### config.mk
export PLATFORM = sky130hd
export DESIGN_NAME = pid_loop_scheduler
export DESIGN_NICKNAME = d
export VERILOG_FILES = /design/src/rtl/pid_sched_pkg.sv /design/src/rtl/pid_tick_gen.sv /design/src/rtl/pid_loop_scheduler.sv
export SDC_FILE = /design/constraint.sdc
export NUM_CORES = 1
export LEC_CHECK = 0
export CELL_PAD_IN_SITES_DETAIL_PLACEMENT = 0
export CELL_PAD_IN_SITES_GLOBAL_PLACEMENT = 1
export CORE_MARGIN = 2
export CORE_UTILIZATION = 46
export CTS_BUF_LIST = sky130_fd_sc_hd__clkbuf_8
export DETAILED_ROUTE_END_ITERATION = 16
export PLACE_DENSITY_LB_ADDON = 0.1
export SYNTH_ARGS = -nofsm -noshare
export SYNTH_HDL_FRONTEND = slang
export SYNTH_SLANG_ARGS = --single-unit
### constraint.sdc
create_clock -name clk -period 4.3 [get_ports clk]
set_input_delay 0.86 -clock clk [delete_from_list [all_inputs] [get_ports clk]]
set_output_delay 0.86 -clock clk [all_outputs]
set_load 0.05 [all_outputs]
### src/rtl/pid_sched_pkg.sv
// Shared types and helpers for the time-multiplexed PID loop scheduler.
package pid_sched_pkg;

    typedef enum logic [2:0] {
        ST_IDLE  = 3'd0,
        ST_SNAP  = 3'd1,
        ST_ISSUE = 3'd2,
        ST_WAIT  = 3'd3,
        ST_WRITE = 3'd4
    } pid_sched_state_e;

    localparam logic [1:0] CFG_SETPOINT = 2'd0;
    localparam logic [1:0] CFG_KP       = 2'd1;
    localparam logic [1:0] CFG_KI       = 2'd2;
    localparam logic [1:0] CFG_KD       = 2'd3;

    localparam int unsigned MAX_CH = 16;
    localparam int unsigned SEL_W  = 5;

    // Returns {found, index} of the lowest set mask bit above cur (or at/above 0 when first).
    function automatic logic [SEL_W-1:0] next_enabled(
        input logic [MAX_CH-1:0] mask,
        input logic [3:0]        cur,
        input logic              first
    );
        logic [SEL_W-1:0] res;
        res = '0;
        for (int i = MAX_CH - 1; i >= 0; i--) begin
            if (mask[i] && (first || (4'(i) > cur))) begin
                res = {1'b1, 4'(i)};
            end
        end
        return res;
    endfunction

endpackage

### src/rtl/pid_tick_gen.sv
// Free-running prescaler: counts 0..clk_prescaler and flags the compare cycle.
module pid_tick_gen (
    input  logic        clk,
    input  logic        rst,
    input  logic [15:0] clk_prescaler,
    output logic        tick
);

    logic [15:0] cnt_q;
    logic [15:0] cnt_d;

    // A prescaler below the current count lets the counter run on and wrap at 16 bits.
    assign tick = (cnt_q == clk_prescaler);

    always_comb begin
        cnt_d = cnt_q + 16'd1;
        if (tick) begin
            cnt_d = '0;
        end
    end

    always_ff @(posedge clk) begin
        if (rst) begin
            cnt_q <= '0;
        end else begin
            cnt_q <= cnt_d;
        end
    end

endmodule

### src/rtl/pid_loop_scheduler.sv
// Sweeps one shared PID core across NUM_CH loops, one update per enabled loop per tick,
// with a per-loop gain/setpoint bank and a feedback snapshot taken at sweep start.
module pid_loop_scheduler
    import pid_sched_pkg::*;
#(
    parameter int unsigned NUM_CH = 4,
    parameter int unsigned DW     = 16
) (
    input  logic                       clk,
    input  logic                       rst,
    input  logic                       enable,
    input  logic [NUM_CH-1:0]          ch_enable,
    input  logic [15:0]                clk_prescaler,
    input  logic                       cfg_we,
    input  logic [$clog2(NUM_CH)-1:0]  cfg_ch,
    input  logic [1:0]                 cfg_sel,
    input  logic [DW-1:0]              cfg_wdata,
    input  logic [NUM_CH*DW-1:0]       feedback,
    output logic                       pid_start,
    output logic [DW-1:0]              pid_setpoint,
    output logic [DW-1:0]              pid_feedback,
    output logic [DW-1:0]              pid_kp,
    output logic [DW-1:0]              pid_ki,
    output logic [DW-1:0]              pid_kd,
    input  logic                       pid_done,
    input  logic [DW-1:0]              pid_result,
    output logic [NUM_CH*DW-1:0]       ctrl_out,
    output logic [NUM_CH-1:0]          ctrl_valid,
    output logic                       busy,
    output logic                       overrun,
    input  logic                       overrun_clr
);

    localparam int unsigned CW = $clog2(NUM_CH);

    pid_sched_state_e state_q;
    pid_sched_state_e state_d;

    logic [CW-1:0]        ch_q;
    logic [CW-1:0]        ch_d;
    logic [NUM_CH-1:0]    mask_q;
    logic [DW-1:0]        fb_snap_q [NUM_CH];
    logic [DW-1:0]        sp_q      [NUM_CH];
    logic [DW-1:0]        kp_q      [NUM_CH];
    logic [DW-1:0]        ki_q      [NUM_CH];
    logic [DW-1:0]        kd_q      [NUM_CH];
    logic [DW-1:0]        result_q;
    logic [DW-1:0]        op_sp_q;
    logic [DW-1:0]        op_fb_q;
    logic [DW-1:0]        op_kp_q;
    logic [DW-1:0]        op_ki_q;
    logic [DW-1:0]        op_kd_q;
    logic [NUM_CH*DW-1:0] ctrl_out_q;
    logic [NUM_CH-1:0]    ctrl_valid_q;
    logic [NUM_CH-1:0]    ctrl_valid_d;
    logic                 pid_start_q;
    logic                 pid_start_d;
    logic                 busy_q;
    logic                 busy_d;
    logic                 overrun_q;
    logic                 overrun_d;
    logic                 load_ops;
    logic [DW-1:0]        fb_sel;
    logic                 tick;
    logic [SEL_W-1:0]     sel_first;
    logic [SEL_W-1:0]     sel_next;

    pid_tick_gen u_tick_gen (
        .clk           (clk),
        .rst           (rst),
        .clk_prescaler (clk_prescaler),
        .tick          (tick)
    );

    assign sel_first = next_enabled(16'(ch_enable), 4'd0, 1'b1);
    assign sel_next  = next_enabled(16'(mask_q), 4'(ch_q), 1'b0);

    always_ff @(posedge clk) begin
        if (rst) begin
            state_q <= ST_IDLE;
            ch_q    <= '0;
        end else begin
            state_q <= state_d;
            ch_q    <= ch_d;
        end
    end

    always_comb begin
        state_d = state_q;
        ch_d    = ch_q;
        case (state_q)
            ST_IDLE: begin
                if (tick && enable) begin
                    state_d = ST_SNAP;
                end
            end
            ST_SNAP: begin
                // Empty mask ends the sweep without touching the core.
                if (sel_first[SEL_W-1]) begin
                    state_d = ST_ISSUE;
                    ch_d    = CW'(sel_first[3:0]);
                end else begin
                    state_d = ST_IDLE;
                end
            end
            ST_ISSUE: begin
                state_d = ST_WAIT;
            end
            ST_WAIT: begin
                if (pid_done) begin
                    state_d = ST_WRITE;
                end
            end
            ST_WRITE: begin
                if (sel_next[SEL_W-1]) begin
                    state_d = ST_ISSUE;
                    ch_d    = CW'(sel_next[3:0]);
                end else begin
                    state_d = ST_IDLE;
                end
            end
            default: begin
                state_d = ST_IDLE;
            end
        endcase
    end

    always_comb begin
        pid_start_d  = (state_d == ST_ISSUE);
        busy_d       = (state_d != ST_IDLE);
        load_ops     = (state_d == ST_ISSUE);
        ctrl_valid_d = '0;
        overrun_d    = overrun_q;
        // The snapshot is written on the same edge as the first operand load, so bypass it.
        fb_sel = fb_snap_q[ch_d];
        if (state_q == ST_SNAP) begin
            fb_sel = feedback[32'(ch_d)*DW +: DW];
        end
        if (state_q == ST_WRITE) begin
            ctrl_valid_d[ch_q] = 1'b1;
        end
        if (tick && (state_q != ST_IDLE)) begin
            overrun_d = 1'b1;
        end else if (overrun_clr) begin
            overrun_d = 1'b0;
        end
    end

    always_ff @(posedge clk) begin
        if (rst) begin
            for (int i = 0; i < NUM_CH; i++) begin
                sp_q[i] <= '0;
                kp_q[i] <= '0;
                ki_q[i] <= '0;
                kd_q[i] <= '0;
            end
        end else if (cfg_we && (32'(cfg_ch) < NUM_CH)) begin
            case (cfg_sel)
                CFG_SETPOINT: sp_q[cfg_ch] <= cfg_wdata;
                CFG_KP:       kp_q[cfg_ch] <= cfg_wdata;
                CFG_KI:       ki_q[cfg_ch] <= cfg_wdata;
                CFG_KD:       kd_q[cfg_ch] <= cfg_wdata;
                default: ;
            endcase
        end
    end

    always_ff @(posedge clk) begin
        if (rst) begin
            mask_q <= '0;
            for (int i = 0; i < NUM_CH; i++) begin
                fb_snap_q[i] <= '0;
            end
        end else if (state_q == ST_SNAP) begin
            mask_q <= ch_enable;
            for (int i = 0; i < NUM_CH; i++) begin
                fb_snap_q[i] <= feedback[i*DW +: DW];
            end
        end
    end

    // Operands stay frozen from the start pulse until the next load.
    always_ff @(posedge clk) begin
        if (rst) begin
            op_sp_q <= '0;
            op_fb_q <= '0;
            op_kp_q <= '0;
            op_ki_q <= '0;
            op_kd_q <= '0;
        end else if (load_ops) begin
            op_sp_q <= sp_q[ch_d];
            op_fb_q <= fb_sel;
            op_kp_q <= kp_q[ch_d];
            op_ki_q <= ki_q[ch_d];
            op_kd_q <= kd_q[ch_d];
        end
    end

    always_ff @(posedge clk) begin
        if (rst) begin
            result_q     <= '0;
            ctrl_out_q   <= '0;
            ctrl_valid_q <= '0;
            pid_start_q  <= 1'b0;
            busy_q       <= 1'b0;
            overrun_q    <= 1'b0;
        end else begin
            if ((state_q == ST_WAIT) && pid_done) begin
                result_q <= pid_result;
            end
            if (state_q == ST_WRITE) begin
                ctrl_out_q[32'(ch_q)*DW +: DW] <= result_q;
            end
            ctrl_valid_q <= ctrl_valid_d;
            pid_start_q  <= pid_start_d;
            busy_q       <= busy_d;
            overrun_q    <= overrun_d;
        end
    end

    assign pid_start    = pid_start_q;
    assign pid_setpoint = op_sp_q;
    assign pid_feedback = op_fb_q;
    assign pid_kp       = op_kp_q;
    assign pid_ki       = op_ki_q;
    assign pid_kd       = op_kd_q;
    assign ctrl_out     = ctrl_out_q;
    assign ctrl_valid   = ctrl_valid_q;
    assign busy         = busy_q;
    assign overrun      = overrun_q;

endmodule

==> impl_results.md, run 1 <==
- Final weighted congestion in routability-driven placement: 0.800
- Leading register cell type out of synthesis: edfxtp_1
- Data required time of the critical path: roughly 4.8 ns
- Max_slew headroom: 0.230
- Unrepaired setup endpoints after global routing: no
- Overflow left after global routing: 0
- Yosys warning count: 0
- Top Ports: around 280
- Layout cells sized above 1: 0.0805
- Floorplan row count: 80
- Sequential-to-total area share from yosys stat: 0.606
- Library cell with the largest summed area after synthesis: edfxtp_1
- Core footprint: 47600 um^2
- Iteration-0 DRC Markers: approximately 1200
- Maximum root-to-sink buffer count: 3
- Leakage: 0.00991 uW
- Number of vias after detailed routing: 16100
- Number of antenna violations at the first check in global routing: 0
- Die W: 223 um
- Period utilization: 0.765
- Clock-pin slew of the registers on the worst-case setup and hold paths: 0.06 ns
- Most numerous cell in the Yosys netlist: edfxtp_1
- ANT nets after route: 0
- Worst Setup Path Type: reg2reg
- Post-synthesis instance area: 22200 um^2
- Max-slew violation count: 0
- Cell area after layout: 27200 um^2
- Worst hold path depth: 2
- Kind of launch point of the worst setup path: flip-flop
- Worst IR Drop VDD: 226 uV
- Cts bufs inserted: 86
- Final Critical Period: 3.29 ns
- First-pass GRT wire length: roughly 93000 um
- Number of vias per cell: 5.52
- R2r startpoint: ch_q[1]
- Number of flops mapped to enable cells by yosys: 320
- CTS tree: built
- Total number of clock tree sinks: ~510
- Hold WC Path Type: reg2reg
- Share of the synthesized area in the top cell type: 0.434
- Reported max-cap violation count: 0
- Half-perimeter wire length after detailed placement: 36500 um
- Die area: 49900 um^2
- Count of endpoints failing setup in the final report: 0
- Largest cells by area after synthesis: edfxtp_1, dfxtp_1, and2_1
- Resize count post-CTS: 0
- Setup crit end kind: flip-flop
- Number of buffer cells added on primary ports: between 200 and 300
- Post-Synthesis Cells: 1992
- Synth Register Bits: between 500 and 600
- Clock tree root driver cell: clkbuf_8
- Clock latency on the worst-skew pair: ~0.67 ns
- Capture endpoint of the worst hold path: pid_kd[8]
- Worst slew pin tran: 1.15 ns
- Syn_nets: about 2100
- Combined global-route utilization of all metal layers: 0.243
- Mapped Avg Cell Area: between 10 and 15 um^2
- Result of the run: completed
- Post-detailed-routing wire length: 61300 um
- Worst flop-to-flop path endpoint: pid_feedback[12]
- Vertical die dimension: 223 um
- Clock skew after layout: 0.0316 ns
- Final hold vios: 0
- Most used standard cells in the synthesized netlist: edfxtp_1, nand2_1, and2_1, dfxtp_1, a21oi_1
- Number of buffers inserted by post-CTS setup repair: 0
- Worst-case register-to-register setup slack: approximately 1.0 ns
- Summed negative setup slack over all endpoints: 0 ns
- Area growth syn-to-layout: 22.8%
- Arrival time at the worst endpoint: 3.82 ns
- Quantity of hold-fixing buffers added after cts: 0
- Final routed DRC violation total: 0
- Path depth of the worst reg2reg path: 9
- Layout net count: 2364
- Via count of the first global-routing pass: 15900
- Number of iterations in the first detailed-routing pass: 5
- Instance area after placement: 25500 um^2
- Asr flop ratio synth: 0
- Power density normalized to cell area: 371 nW/um^2
- Starting density of the core: 0.465
- Maximum number of pins on one net before global-route repair: approximately 130
- Distinct cells, synth: 47
- Mean routed wirelength per cell: 21.0 um
- Hold Path Origin: pid_kd[8]
- Crit path max fanout: about 130
- Highest achievable clock rate: between 300 and 400 MHz
- H-tree depth: 3
==> metal layers <==
metal | track usage | part of all wire | wire (um)
met5 | 0 | 0 | 0
met4 | 0.0819 | 0.024 | 1480
met3 | 0.0449 | 0.056 | 3450
met2 | 0.396 | 0.47 | 29100
met1 | 0.328 | 0.44 | 27300
==> stage by stage <==
stage / utilization / total power, uW / setup slack [ns] / cells / hold slack [ns]
final: 0.571 / 10100 / 1.01 / 2914 / 0.450
after floorplan: - / 5710 / 0.965 / 1992 / 0.432
after global routing: 0.571 / 10500 / 0.808 / 2913 / 0.469
after CTS: 0.571 / 10200 / 1.01 / 2913 / 0.451
after detailed placement: 0.535 / 5970 / 0.850 / 2756 / 0.443
after global placement: 0.535 / 5960 / 0.909 / 2756 / 0.439
==> cell families (layout without fill, tap and decap cells) <==
family          after synthesis  in the layout  share of synthesized area
xor+xnor                     31             31                     0.0123
other cells                   0              1                          0
mux                          96             96                     0.0434
fa+ha+maj                     9              9                    0.00508
simple gates                784            784                      0.181
compound gates              384            384                      0.119
buf+inv                     177            483                     0.0333
flops                       511            511                      0.606
==> state kept, by name, summed over array words and instances, names as in the netlist, 4 cells and up <==
name,count
pid_kd,16
fb_snap_q,64
kp_q,64
pid_kp,16
ki_q,64
pid_feedback,16
result_q,16
sp_q,64
u_tick_gen.cnt_q,16
pid_ki,16
pid_setpoint,16
ctrl_out,64
kd_q,64
ctrl_valid,4
==> power by group <==
group / switching (uW) / leakage (uW) / internal [uW]
sequential: 45.2 / 0.00465 / 5370
clock: 1920 / 0.00101 / 2290
combinational: 273 / 0.00425 / 177
==> critical path: stages, from the launching register on <==
cell and delay [ns]:
dfxtp_1 0.58, inv_1 0.23, ha_1 0.34, nand2_1 0.18, o21ai_0 0.19, a221oi_4 0.34
buf_12 0.52, mux2i_1 0.27, o22ai_1 0.10, o31a_1 0.31
==> how the worst max path moves through the flow <==
| stage | start | end | slack, ns |
|---|---|---|---|
| 2_1_floorplan | rst | fb_snap_q[0][0] | 0.97 |
| 6_report | ch_q[1] | pid_feedback[12] | 1.01 |
| 3_3_place_gp | ch_enable[3] | pid_ki[6] | 0.91 |
| 4_1_cts | ch_q[1] | pid_feedback[9] | 1.01 |
| 3_5_place_dp | ch_enable[3] | pid_ki[6] | 0.85 |
| 5_1_grt | ch_q[1] | pid_feedback[12] | 0.81 |
==> area by class of cell <==
cell class	count	area [um^2]
multi-input cells	1304	8090
diodes	1	2.50
clock inverters	50	231
inverters	7	26.3
repair buffers	319	3190
clock buffers	107	1470
fillers	4118	20400
well taps	615	769
flip-flops and latches	511	13400
==> layout by cell type (no fill, tap or decap), types with 76 or more instances in the layout <==
cell and instances:
mux2i_1 96, nand3_1 76, nand2_1 247, and2_1 231, nor2_1 78, a21oi_1 172
clkdlybuf4s50_1 275, dfxtp_1 191, edfxtp_1 320, clkbuf_8 107, and3_1 100
No activity file was read; power rests on OpenSTA's default activity.
==> inputs of run 2 (changes only) <==
CORE_UTILIZATION = 41   (was 46)
clock period = 3 ns   (was 4.3 ns; I/O delays follow)
==> run 2 against run 1 <==
Total power is 43% higher. Clock skew down 0.0013 ns. Non-clock buffer count increased by 52. Worst hold slack worse by 0.24 ns. Sequential cell count stayed put. Sequential share of layout area is 1.0 points lower. Cell area rose by 2.1%. First-iteration DRC count down 15%. Register-to-register slack got worse by 0.73 ns. Wire length up 5.4%. Critical endpoint is now pid_kd[7].
==> impl_results.md, run 2 (synthesized netlist as in run 1, its figures left out) <==
- Total number of clock tree sinks: 511 (unchanged)
- Reported max-cap violation count: 0 (unchanged)
- Top Ports: 277 (unchanged)
- Layout net count: 2419 (+2.3%)
- Worst hold path depth: 2 (unchanged)
- Highest achievable clock rate: 367 MHz (+21%)
- Iteration-0 DRC Markers: 1025 (-15%)
- Worst-case register-to-register setup slack: 0.28 ns (-0.73 ns)
- Final routed DRC violation total: 0 (unchanged)
- Combinational share of power: 0.047 (+0.002)
- Clock-pin slew of the registers on the worst-case setup and hold paths: 0.06 ns (about the same)
- Final Critical Period: 2.72 ns (-0.566 ns)
- H-tree depth: 3 (unchanged)
- Hold Path Origin: rst
- Cell count after placement: 2889 (+4.8%)
- Mean routed wirelength per cell: 21.1 um (+0.47%)
- Highest-count cells in the layout ignoring fill and taps: edfxtp_1, clkdlybuf4s50_1, nand2_1
- Cts bufs inserted: 89 (+3.5%)
- Core footprint: 53600 um^2 (+12%)
- Number of iterations in the first detailed-routing pass: 5 (unchanged)
- Number of buffers inserted by post-CTS setup repair: 0 (unchanged)
- Number of standard cells in the layout, taps in and fillers out: 3057 (+4.9%)
- Result of the run: completed
- Final weighted congestion in routability-driven placement: 0.828 (+3.4%)
- CTS tree: built
- R2r startpoint: ch_q[0]
- Floorplan row count: 85 (+6.3%)
- Overflow left after global routing: 0 (unchanged)
- Power share of the clock group: 0.413 (-0.005)
- Kind of launch point of the worst setup path: flip-flop
- Combined global-route utilization of all metal layers: 0.229 (-0.0139)
- Worst slew pin tran: 0.929 ns (-0.222 ns)
- Post-detailed-routing wire length: 64600 um (+5.4%)
- Setup crit end kind: flip-flop
- Area growth syn-to-layout: 25.3%
- Count of endpoints failing setup in the final report: 0 (unchanged)
- Worst Setup Slack post-DPL: -0.0349 ns (-0.885 ns)
- Vertical die dimension: 236 um (+5.8%)
- Power density normalized to cell area: 518 nW/um^2 (+40%)
- Via count of the first global-routing pass: 16100 (+1.5%)
- Post-route setup slack: 0.278 ns (-0.734 ns)
- Fillcell total: 4836 (+17%)
- Layout cells sized above 1: 0.0980 (+0.0175)
- Half-perimeter wire length after detailed placement: 40600 um (+11%)
- Clock tree root driver cell: clkbuf_8
- Instance area after placement: 26100 um^2 (+2.3%)
- Sw Pwr: 3260 uW (+46%)
- Worst flop-to-flop path endpoint: pid_kd[7]
- Max_slew headroom: 0.379 (+0.149)
- First-pass GRT wire length: 98300 um (+5.3%)
- Unrepaired setup endpoints after global routing: no
- Max-slew violation count: 0 (unchanged)
- Maximum root-to-sink buffer count: 3 (unchanged)
- Die W: 236 um (+5.8%)
- Register share of total power: 0.540 (+0.003)
- Path depth of the worst reg2reg path: 11 (+2)
- Final hold vios: 0 (unchanged)
- Clock skew after layout: 0.0303 ns (-0.00131 ns)
- Maximum number of pins on one net before global-route repair: 143 (+8.3%)
- Clock latency on the worst-skew pair: 0.67 ns (about the same)
- Summed negative setup slack over all endpoints: 0 ns (unchanged)
- Capture endpoint of the worst hold path: pid_ki[9]
- Launching element of the worst setup path: ch_q[0]
- Die area: 55900 um^2 (+12%)
- Cell-internal power: 11100 uW (+42%)
- Starting density of the core: 0.413 (-0.0517)
- Cell area after layout: 27800 um^2 (+2.1%)
- Number of antenna violations at the first check in global routing: 2 (+2)
- Worst IR Drop VDD: 371 uV (+64%)
- Min Hold Slack: 0.210 ns (-0.240 ns)
- Period utilization: 0.907 (+0.143)
- Number of buffer cells added on primary ports: 276 (unchanged)
- Number of vias after detailed routing: 16200 (+0.81%)
- Switching part of the total: 0.227 (+0.00444)
- Worst Setup Path Type: reg2reg
- Crit path max fanout: 31 (-76%)
- ANT nets after route: 0 (unchanged)
- Leakage: 0.0102 uW (+3.2%)
- Most common cell after layout, fill and taps aside: edfxtp_1
- Number of vias per cell: 5.31 (-3.9%)
- Arrival time at the worst endpoint: 3.30 ns (-0.52 ns)
- Data required time of the critical path: 3.58 ns (-1.26 ns)
- Hold WC Path Type: in2reg
run 2: changes by cell type in the layout (fill, tap and decap cells not counted), moves of 2 or more:
cell      delta
buf_12       +8
buf_4       +43
clkbuf_8     -2
clkinv_1     +2
diode_2      +2
inv_1       +11
run 2: through the flow:
stage | power [uW] | util
3_5_place_dp | 8600 | 0.487
5_1_grt | 14900 | 0.518
3_3_place_gp | 8590 | 0.487
6_report | 14400 | 0.518
4_1_cts | 14600 | 0.518
2_1_floorplan | 8180 | -
run 2: layout make-up:
type,count,area [um^2],area share
Clock inverter,60,236,0.00851
Clock buffer,105,1450,0.0520
Timing Repair Buffer,371,3680,0.133
Sequential cell,511,13400,0.484
Tap cell,696,871,0.0314
Antenna cell,3,7.51,0.000270
Multi-Input combinational cell,1304,8070,0.291
Inverter,7,26.3,0.000946
run 2: worst max-delay path by stage:
stage                       end  cells after the start
6_report              pid_kd[7]                     11
5_1_grt        pid_feedback[11]                     11
4_1_cts         pid_feedback[9]                     11
3_5_place_dp          pid_kd[6]                      9
3_3_place_gp          pid_kd[6]                      9
2_1_floorplan        sp_q[3][0]                      6
run 2: what timing repair did:
action | CTS | global route
resized for setup | 0 | 1
hold buffers | 0 | 0
setup endpoints to repair | 0 | 1
run 2: routing by layer:
| metal | global-route usage | part of all wire | vias up |
|---|---|---|---|
| li1 | - | - | 7764 |
| met1 | 0.310 | 0.45 | 7915 |
| met2 | 0.375 | 0.48 | 453 |
| met3 | 0.0437 | 0.053 | 92 |
| met4 | 0.0687 | 0.022 | 0 |
| met5 | 0 | 0 | - |
run 2: power groups by stage:
stage               Sequential [uW]  Combinational (uW)  Clock, uW
floorplan                      7900                 283          0
global placement               7920                 674          0
detailed placement             7920                 678          0
CTS                            7770                 681       6110
global route                   7790                 727       6390
finish                         7770                 672       5950
run 2: critical path, cell delays in order, from the launching register on:
cell and delay (ns):
dfxtp_1 0.34, inv_1 0.15, ha_1 0.26, nor3b_1 0.27, a21oi_1 0.14, buf_4 0.17, o21ai_4 0.35, buf_12 0.28
buf_4 0.21, nand2_1 0.06, a221o_1 0.29, a21oi_1 0.13
==> inputs of run 3 (changes only) <==
CORE_UTILIZATION = 47   (was 41)
DONT_BUFFER_PORTS = 1   (was not set)
HOLD_SLACK_MARGIN = 0.08   (was not set)
==> run 3 against run 2 <==
Cell area fell by 9.9%. Highest routed layer unchanged. Clock-buffer cell count shrank 2. Global-route usage grew 2.9 points. Wire length is 1.2% lower. Sequential share of layout area is 5.3 points higher. Final cell count decreased by 12%. Critical path type unchanged. Via count fell by 5.5%. Non-clock buffer count decreased by 268. Worst hold slack got worse by 0.079 ns. Die area is 13% lower. Clock skew decreased by 0.0034 ns. Maximum frequency shrank 1.7%.
==> impl_results.md, run 3 (synthesized netlist as in run 1, its figures left out) <==
- Result of the run: completed
- Number of iterations in the first detailed-routing pass: 7 (+2)
- Top Ports: 277 (unchanged)
- Worst Setup Slack post-DPL: 0.268 ns (+0.303 ns)
- H-tree depth: 3 (unchanged)
- Final weighted congestion in routability-driven placement: 0.826 (-0.22%)
- Final Critical Period: 2.77 ns (+0.0475 ns)
- Die area: 48900 um^2 (-13%)
- Reported max-cap violation count: 0 (unchanged)
- Total number of clock tree sinks: 511 (unchanged)
- Number of vias per cell: 5.70 (+7.4%)
- Most common cell after layout, fill and taps aside: edfxtp_1
- Power density normalized to cell area: 564 nW/um^2 (+8.9%)
- Core footprint: 46600 um^2 (-13%)
- Clock latency on the worst-skew pair: 0.66 ns (about the same)
- Arrival time at the worst endpoint: 3.33 ns (+0.03 ns)
- Leakage: 0.00919 uW (-10%)
- Layout cells sized above 1: 0.100 (+0.00242)
- Register share of total power: 0.551 (+0.011)
- First-pass GRT wire length: 97200 um (-1.1%)
- Highest-count cells in the layout ignoring fill and taps: edfxtp_1, nand2_1, and2_1
- Clock-pin slew of the registers on the worst-case setup and hold paths: 0.06 ns (about the same)
- Area used by multi-input combinational logic: 8090 um^2 (+0.23%)
- Worst slew pin tran: 0.893 ns (-0.0356 ns)
- Starting density of the core: 0.476 (+0.0626)
- Area growth syn-to-layout: 12.9%
- Mean routed wirelength per cell: 23.7 um (+12%)
- Switching part of the total: 0.224 (-0.00242)
- Resize count post-CTS: 0 (unchanged)
- Power share of the clock group: 0.420 (+0.007)
- Number of vias after detailed routing: 15300 (-5.5%)
- Clock tree root driver cell: clkbuf_8
- Worst IR Drop VDD: 453 uV (+22%)
- Kind of launch point of the worst setup path: flip-flop
- Summed negative setup slack over all endpoints: 0 ns (unchanged)
- Number of buffer cells added on primary ports: 0 (-100%)
- Sw Pwr: 3160 uW (-3.0%)
- Via count of the first global-routing pass: 15500 (-3.9%)
- Count of endpoints failing setup in the final report: 0 (unchanged)
- Cell-internal power: 10900 uW (-1.6%)
- Floorplan row count: 79 (-7.1%)
- Final routed DRC violation total: 0 (unchanged)
- Highest achievable clock rate: 361 MHz (-1.7%)
- Worst Setup Path Type: reg2reg
- CTS tree: built
- Period utilization: 0.923 (+0.0158)
- Hold WC Path Type: in2reg
- Maximum number of pins on one net before global-route repair: 146 (+2.1%)
- Data required time of the critical path: 3.56 ns (-0.02 ns)
- Final hold vios: 0 (unchanged)
- Combined global-route utilization of all metal layers: 0.259 (+0.0294)
- Final core occ: 0.537 (+0.0191)
- Cts bufs inserted: 86 (-3.4%)
- Count of inserted antenna diode cells: 0 (-3)
- Crit path max fanout: 65 (+110%)
- Number of antenna violations at the first check in global routing: 2 (unchanged)
- Vertical die dimension: 221 um (-6.5%)
- Fillcell total: 4094 (-15%)
- Unrepaired setup endpoints after global routing: no
- Post-detailed-routing wire length: 63900 um (-1.2%)
- ANT nets after route: 0 (unchanged)
- Clock skew after layout: 0.0269 ns (-0.00344 ns)
- Setup crit end kind: flip-flop
- Die W: 221 um (-6.5%)
- Iteration-0 DRC Markers: 987 (-3.7%)
- Half-perimeter wire length after detailed placement: 36500 um (-10%)
- Combinational share of power: 0.030 (-0.017)
- Area taken by flip-flops and latches: 13400 um^2 (unchanged)
- Max-slew violation count: 0 (unchanged)
- Maximum root-to-sink buffer count: 3 (unchanged)
- Max_slew headroom: 0.403 (+0.0242)
- Overflow left after global routing: 0 (unchanged)
- Post-route setup slack: 0.230 ns (-0.0475 ns)
- Layout net count: 2148 (-11%)
-- run 3: layout make-up --
class,instances,area share
sequential,511,0.537
multi-input combinational,1304,0.324
clock buffer,103,0.0567
timing repair buffer,103,0.0420
tap,607,0.0304
clock inverter,54,0.00930
inverter,7,0.00105
-- run 3: timing repair --
item / CTS / global route
setup buffers: 0 / 0
hold buffers: 39 / 0
endpoints found under the hold margin: 160 / 0
-- run 3: worst max-delay path, stage by stage, from the launching register on --
cell,delay (ns)
dfxtp_1,0.47
or3b_1,0.56
a31oi_1,0.43
nor2b_4,0.24
buf_12,0.33
a21boi_0,0.18
a221o_1,0.35
a21oi_1,0.11
-- run 3: power groups by stage --
stage	sequential [uW]	combinational, uW	clock (uW)
2_1_floorplan	7900	283	0
3_3_place_gp	7910	338	0
3_5_place_dp	7920	343	0
4_1_cts	7770	427	6060
5_1_grt	7790	458	6390
6_report	7770	419	5920
-- run 3: stage by stage --
step,hold slack (ns),cell area (um^2),instances,total power (uW)
4_1_cts,0.0804,25000,2689,14300
2_1_floorplan,0.432,22200,1992,8180
5_1_grt,0.0953,25000,2689,14600
6_report,0.132,25000,2689,14100
3_5_place_dp,0.459,23000,2493,8260
3_3_place_gp,0.459,23000,2493,8250
-- run 3: metal layers --
metal | vias to the layer above | share of wire | wire length [um] | global-route usage
met5 | - | 0 | 0 | 0
met3 | 98 | 0.081 | 5170 | 0.0774
li1 | 7204 | - | - | -
met1 | 7517 | 0.43 | 27200 | 0.334
met4 | 0 | 0.028 | 1790 | 0.0961
met2 | 506 | 0.47 | 29700 | 0.411
-- run 3: worst paths after layout --
| kind | from | depth (start not counted) | endpoint | slack (ns) |
|---|---|---|---|---|
| setup / recovery | state_q[0] | 7 | pid_setpoint[12] | 0.23 |
| setup reg to reg | state_q[0] | 7 | pid_setpoint[12] | 0.23 |
| hold reg to reg | mask_q[2] | 2 | mask_q[2] | 0.47 |
| hold / removal | cfg_wdata[15] | 1 | kp_q[3][15] | 0.13 |
